### config.mk
export PLATFORM = sky130hd
export DESIGN_NAME = sram_bus_responder
export DESIGN_NICKNAME = d
export VERILOG_FILES = /design/src/rtl/sram_bus_responder_pkg.sv /design/src/rtl/sram_bus_responder.sv
export SDC_FILE = /design/constraint.sdc
export NUM_CORES = 1
export LEC_CHECK = 0
export CORE_MARGIN = 2
export CORE_UTILIZATION = 46
export CTS_CLUSTER_SIZE = 24
export DETAILED_ROUTE_END_ITERATION = 16
export PLACE_DENSITY = 0.82
export SYNTH_ARGS = -nofsm -noshare
export SYNTH_HDL_FRONTEND = slang
export SYNTH_SLANG_ARGS = --single-unit
### constraint.sdc
create_clock -name sys_clk -period 2.7 [get_ports sys_clk]
set_input_delay 0.27 -clock sys_clk [delete_from_list [all_inputs] [get_ports sys_clk]]
set_output_delay 0.27 -clock sys_clk [all_outputs]
set_load 0.05 [all_outputs]
### src/rtl/sram_bus_responder_pkg.sv
`default_nettype none
// +----------------------------------------------------------------------------+
// | Module      : sram_bus_responder_pkg                                       |
// | Description : Shared definitions for the external-SRAM bus responder:      |
// |               state encodings, default wait-state count and the CPU bus    |
// |               window decode (0x0000-0x8FFF) shared with the top decoder.   |
// | Revision    : 1.0 - initial release                                        |
// +----------------------------------------------------------------------------+
package sram_bus_responder_pkg;

   typedef enum logic [2:0] {
      SRAM_IDLE       = 3'd0,
      SRAM_RD_ACCESS  = 3'd1,
      SRAM_RD_CAPTURE = 3'd2,
      SRAM_WR_SETUP   = 3'd3,
      SRAM_WR_PULSE   = 3'd4,
      SRAM_WR_HOLD    = 3'd5
   } sram_state_e;

   // Strobe width in cycles for the fitted SRAM part.
   localparam int SRAM_WAIT_DEFAULT = 2;

   // CPU window served by the external SRAM.
   localparam logic [15:0] SRAM_WIN_BASE = 16'h0000;
   localparam logic [15:0] SRAM_WIN_LAST = 16'h8FFF;

   // Offset compare keeps the test valid if the window base ever moves off 0.
   function automatic logic sram_win_hit(input logic [15:0] addr);
      return (addr - SRAM_WIN_BASE) <= (SRAM_WIN_LAST - SRAM_WIN_BASE);
   endfunction

endpackage : sram_bus_responder_pkg
`default_nettype wire

### src/rtl/sram_bus_responder.sv
`default_nettype none
// +----------------------------------------------------------------------------+
// | Module      : sram_bus_responder                                           |
// | Description : Serves CPU bus reads/writes from an external asynchronous    |
// |               SRAM with WAIT_CYCLES-wide strobes, stalling the CPU via     |
// |               ready while an access is in flight.                          |
// | Ports       : sys_clk/reset_n     clock, synchronous active-low reset      |
// |               cs, bus_addr        window select and CPU address            |
// |               bus_rd_req          read request level (rising edge starts)  |
// |               bus_wr_en/_wr_data  one-cycle write strobe and data          |
// |               bus_rd_data         registered read data                     |
// |               ready               0 = CPU must stall                       |
// |               err_overrun         sticky: request arrived while busy       |
// |               sram_*              SRAM address, dq pad and strobes         |
// | Revision    : 1.0 - initial release                                        |
// +----------------------------------------------------------------------------+
module sram_bus_responder
   import sram_bus_responder_pkg::*;
#(
   parameter int ADDR_WIDTH  = 16,
   parameter int DATA_WIDTH  = 8,
   parameter int WAIT_CYCLES = SRAM_WAIT_DEFAULT   // legal 1..15
) (
   input  logic                  sys_clk,
   input  logic                  reset_n,
   input  logic                  cs,
   input  logic [ADDR_WIDTH-1:0] bus_addr,
   input  logic                  bus_rd_req,
   input  logic                  bus_wr_en,
   input  logic [DATA_WIDTH-1:0] bus_wr_data,
   output logic [DATA_WIDTH-1:0] bus_rd_data,
   output logic                  ready,
   output logic                  err_overrun,
   output logic [ADDR_WIDTH-1:0] sram_addr,
   output logic [DATA_WIDTH-1:0] sram_dq_out,
   output logic                  sram_dq_oe,
   input  logic [DATA_WIDTH-1:0] sram_dq_in,
   output logic                  sram_ce_n,
   output logic                  sram_oe_n,
   output logic                  sram_we_n
);

   localparam logic [3:0] c_cnt_load = 4'(WAIT_CYCLES - 1);

   sram_state_e           state_q,    state_d;
   logic [3:0]            cnt_q,      cnt_d;
   logic                  rd_req_q,   rd_req_d;
   logic                  ready_q,    ready_d;
   logic                  err_q,      err_d;
   logic [DATA_WIDTH-1:0] rd_data_q,  rd_data_d;
   logic [ADDR_WIDTH-1:0] addr_q,     addr_d;
   logic [DATA_WIDTH-1:0] dq_out_q,   dq_out_d;
   logic                  dq_oe_q,    dq_oe_d;
   logic                  ce_n_q,     ce_n_d;
   logic                  oe_n_q,     oe_n_d;
   logic                  we_n_q,     we_n_d;

   logic                  w_rd_start;
   logic                  w_wr_start;

   // Edge detect is inlined so a read is launched in the very cycle after the
   // rising edge; an extra register stage would shift the ready timing.
   assign w_rd_start = bus_rd_req & ~rd_req_q & cs;
   assign w_wr_start = bus_wr_en & cs;

   always_comb begin
      state_d   = state_q;
      cnt_d     = cnt_q;
      rd_req_d  = bus_rd_req;
      ready_d   = ready_q;
      err_d     = err_q;
      rd_data_d = rd_data_q;
      addr_d    = addr_q;
      dq_out_d  = dq_out_q;
      dq_oe_d   = dq_oe_q;
      ce_n_d    = ce_n_q;
      oe_n_d    = oe_n_q;
      we_n_d    = we_n_q;

      case (state_q)
         SRAM_IDLE: begin
            // Write has priority; a simultaneous read is dropped and flagged.
            if (w_wr_start) begin
               state_d  = SRAM_WR_SETUP;
               addr_d   = bus_addr;
               dq_out_d = bus_wr_data;
               dq_oe_d  = 1'b1;
               ce_n_d   = 1'b0;
               we_n_d   = 1'b1;
               ready_d  = 1'b0;
               if (w_rd_start) begin
                  err_d = 1'b1;
               end
            end else if (w_rd_start) begin
               state_d = SRAM_RD_ACCESS;
               addr_d  = bus_addr;
               cnt_d   = c_cnt_load;
               ce_n_d  = 1'b0;
               oe_n_d  = 1'b0;
               ready_d = 1'b0;
            end
         end
         SRAM_RD_ACCESS: begin
            if (cnt_q == 4'd0) begin
               state_d = SRAM_RD_CAPTURE;
            end else begin
               cnt_d = cnt_q - 4'd1;
            end
         end
         SRAM_RD_CAPTURE: begin
            // oe_n has been low for WAIT_CYCLES+1 cycles; the pad data is settled.
            rd_data_d = sram_dq_in;
            ready_d   = 1'b1;
            ce_n_d    = 1'b1;
            oe_n_d    = 1'b1;
            state_d   = SRAM_IDLE;
         end
         SRAM_WR_SETUP: begin
            state_d = SRAM_WR_PULSE;
            we_n_d  = 1'b0;
            cnt_d   = c_cnt_load;
         end
         SRAM_WR_PULSE: begin
            if (cnt_q == 4'd0) begin
               state_d = SRAM_WR_HOLD;
               we_n_d  = 1'b1;
            end else begin
               cnt_d = cnt_q - 4'd1;
            end
         end
         SRAM_WR_HOLD: begin
            // Address and data stay driven one cycle past we_n rising.
            state_d = SRAM_IDLE;
            dq_oe_d = 1'b0;
            ce_n_d  = 1'b1;
            ready_d = 1'b1;
         end
         default: begin
            state_d = SRAM_IDLE;
            dq_oe_d = 1'b0;
            ce_n_d  = 1'b1;
            oe_n_d  = 1'b1;
            we_n_d  = 1'b1;
            ready_d = 1'b1;
         end
      endcase

      if ((state_q != SRAM_IDLE) && (w_rd_start || w_wr_start)) begin
         err_d = 1'b1;
      end
   end

   always_ff @(posedge sys_clk) begin
      if (!reset_n) begin
         state_q   <= SRAM_IDLE;
         cnt_q     <= 4'd0;
         rd_req_q  <= 1'b0;
         ready_q   <= 1'b1;
         err_q     <= 1'b0;
         rd_data_q <= '0;
         addr_q    <= '0;
         dq_out_q  <= '0;
         dq_oe_q   <= 1'b0;
         ce_n_q    <= 1'b1;
         oe_n_q    <= 1'b1;
         we_n_q    <= 1'b1;
      end else begin
         state_q   <= state_d;
         cnt_q     <= cnt_d;
         rd_req_q  <= rd_req_d;
         ready_q   <= ready_d;
         err_q     <= err_d;
         rd_data_q <= rd_data_d;
         addr_q    <= addr_d;
         dq_out_q  <= dq_out_d;
         dq_oe_q   <= dq_oe_d;
         ce_n_q    <= ce_n_d;
         oe_n_q    <= oe_n_d;
         we_n_q    <= we_n_d;
      end
   end

   assign bus_rd_data = rd_data_q;
   assign ready       = ready_q;
   assign err_overrun = err_q;
   assign sram_addr   = addr_q;
   assign sram_dq_out = dq_out_q;
   assign sram_dq_oe  = dq_oe_q;
   assign sram_ce_n   = ce_n_q;
   assign sram_oe_n   = oe_n_q;
   assign sram_we_n   = we_n_q;

endmodule : sram_bus_responder
`default_nettype wire

==> qor.yml <==
grt_pass1_vias: 1387
top_layer: "met4"
dpl_cell_area_um2: 2620
drtPass1Iterations: 4
final.setup_skew_ns: 0.00508
wire_per_inst_um: 12.8
r2r-end: "sram_addr[0]"
rsz0062_at_grt: "false"
cts_root_buffer: "clkbuf_8"
diodes: 0
io_pins: 75
clock_path_buffers: 2
synth_area_um2: 1890
grt_max_degree: 50
clk_latency_ns: 0.30
finalSetupViolCount: 0
ys_seq_area_share_pct: 47.6
dieArea_um2: 4640
fin_cells: 314
ctsHoldBuffers: 0
yosys.cell_types.count: 35
cts_sinks: 45
hold_violations: 0
cts_resized: 0
rows: 23
slew_headroom_pct: 24.9
crit_path_frequent_cell: "nor2b_1"
worstSetupPathType: "primary input to flip-flop"
port_buffers: 74
core_um2: 3970
place_congestion: 0.761
synthTopCellsByCount: "45 x dfxtp_1, 29 x nand2_1, 26 x nor2b_1"
synth_edf_count: 0
dp_cells: 306
drtIter0Drc: 119
critPathArrivalTime_ns: 2.11
crit_chain: "clkdlybuf4s50_1, nor2b_1, o211ai_2, mux2i_1, nor2b_1"
viasPerCell: 4.88
die_h_um: 68.2
maxSlewViolCount: 0
area_growth_pct: 44.3
yosys.area.top_type_share_pct: 47.6
min_path_type: "flip-flop to flip-flop"
cts_buffers: 5
grtUsageTotal_pct: 18.2
critPathMaxStageDelay_ns: 0.88
crit_start: "bus_rd_req"
synth_nets: 233
p_leak_nw: 1.12
syn_inst: 194
clock.fmax_mhz: 521
critPathLaunchType: "primary input"
ys_ff_latch: 45
worstMarginPinSlew_ns: 1.12
final_area_um2: 2730
dp_hpwl_mm: 2.82
cpMaxStageDelayCell: "o211ai_2"
yosysMostFrequentCell: "dfxtp_1"
ant_nets: 0
gr-total-overflow: 0
drv_cap: 0
final_nets: 302
yosys_warnings: 0
min_path_cells: 2
start_util_pct: 47.7
hold_end: "bus_rd_data[7]"
status: "complete, no violations"
antenna_found_initial: 0
reg2reg_setup_slack_ns: 0.94
met1_length_mm: 1.77
finalPower_mw: 1.96
htree_levels: 2
num_vias: 1533
r2r_start: "rd_req_q"
async_flop_share_pct: 0
grt_pass1_wl_mm: 6.31
setup_tns_ns: 0
drive_above_1_share_pct: 3.79
routed_wl_mm: 4.03
post-route-min-period_ns: 1.92
post-synth-top-area-cell: "dfxtp_1"
holdWs_ns: 0.466
wl_met2_mm: 1.86
worst-path-max-fanout: 17
drc: 0
max-vdd-ir-drop_mv: 0.442
cp.required_ns: 2.89
synth_ff_type: "dfxtp_1"
post_cts_buffers: 0
syn_avg_cell_area_um2: 9.76
met3_length_um: 358
r2r_cells: 4
min_period_over_period_pct: 71.1
yosys-top-cells-area: "dfxtp_1 48%, mux2i_1 13%, nor2b_1 8.6%"
clk_pin_slew_worst_paths_ns: 0.08
cp-end-kind: "flip-flop"
die_x_um: 68.2
worst_hold_startpoint: "bus_rd_data[7]"
p_per_area_nw_per_um2: 717
cts_tree: "yes"
[worst max-delay path by stage]
stage | slack (ns) | endpoint | depth (start not counted)
3_3_place_gp | 0.52 | sram_addr[13] | 5
6_report | 0.78 | sram_addr[0] | 5
4_1_cts | 0.75 | sram_addr[0] | 5
5_1_grt | 0.68 | sram_addr[0] | 5
3_5_place_dp | 0.45 | sram_addr[0] | 5
2_1_floorplan | 1.30 | cnt_q[0] | 6
[area by class of cell]
type / count / area [um2]
clock inverter: 1 / 30.0
fill: 332 / 1240
inverter: 3 / 11.3
clock buffer: 7 / 86.3
timing repair buffer: 75 / 748
sequential: 45 / 901
multi-input combinational: 133 / 893
tap: 50 / 62.6
[layout by cell type, fill, tap and decap left out, drive strengths merged, types with 3 or more instances in the layout]
master	count
a21boi	10
o21ai	5
nand4b	3
dfxtp	45
clkbuf	7
inv	3
nor2	6
clkdlybuf4s50	74
nand3	3
o211ai	3
nand2	29
mux2i	24
nor2b	26
[metal layers]
metal / track usage, % / vias to the layer above
met4: 6.00 / 0
li1: - / 789
met2: 29.5 / 55
met5: 0 / -
met3: 7.89 / 8
met1: 21.5 / 681
[worst max-delay path: cells and delay by family]
family	cells	cell delay, ns
mux	1	0.29
buf+inv	1	0.42
simple gates	2	0.25
compound gates	1	0.88
[report_power, final]
part	switching, mW	internal, mW
clock	0.219	0.302
combinational	0.381	0.264
sequential	0.0596	0.734
[cell families after synthesis]
kind of cell	synth area share (%)
flip-flops	47.6
XOR/XNOR	0.463
AO/OA/AOI/OAI	9.85
AND/OR/NAND/NOR	22.9
adder cells (fa/ha/maj)	1.32
multiplexers	12.7
buffers and inverters	5.22
[sequential cells by signal, indices dropped and copies added (netlist names)]
signal       cells
sram_addr       16
bus_rd_data      8
sram_dq_out      8
cnt_q            4
state_q          3
err_overrun      1
rd_req_q         1
sram_ce_n        1
sram_dq_oe       1
sram_oe_n        1
sram_we_n        1
[through the flow]
| stage | util [%] | setup slack (ns) |
|---|---|---|
| final | 68.8 | 0.781 |
| after global routing | 68.8 | 0.679 |
| after CTS | 68.8 | 0.751 |
| after detailed placement | 65.9 | 0.446 |
| after global placement | 65.9 | 0.516 |
| after floorplan | - | 1.30 |
(Power assumes the default switching activity.)
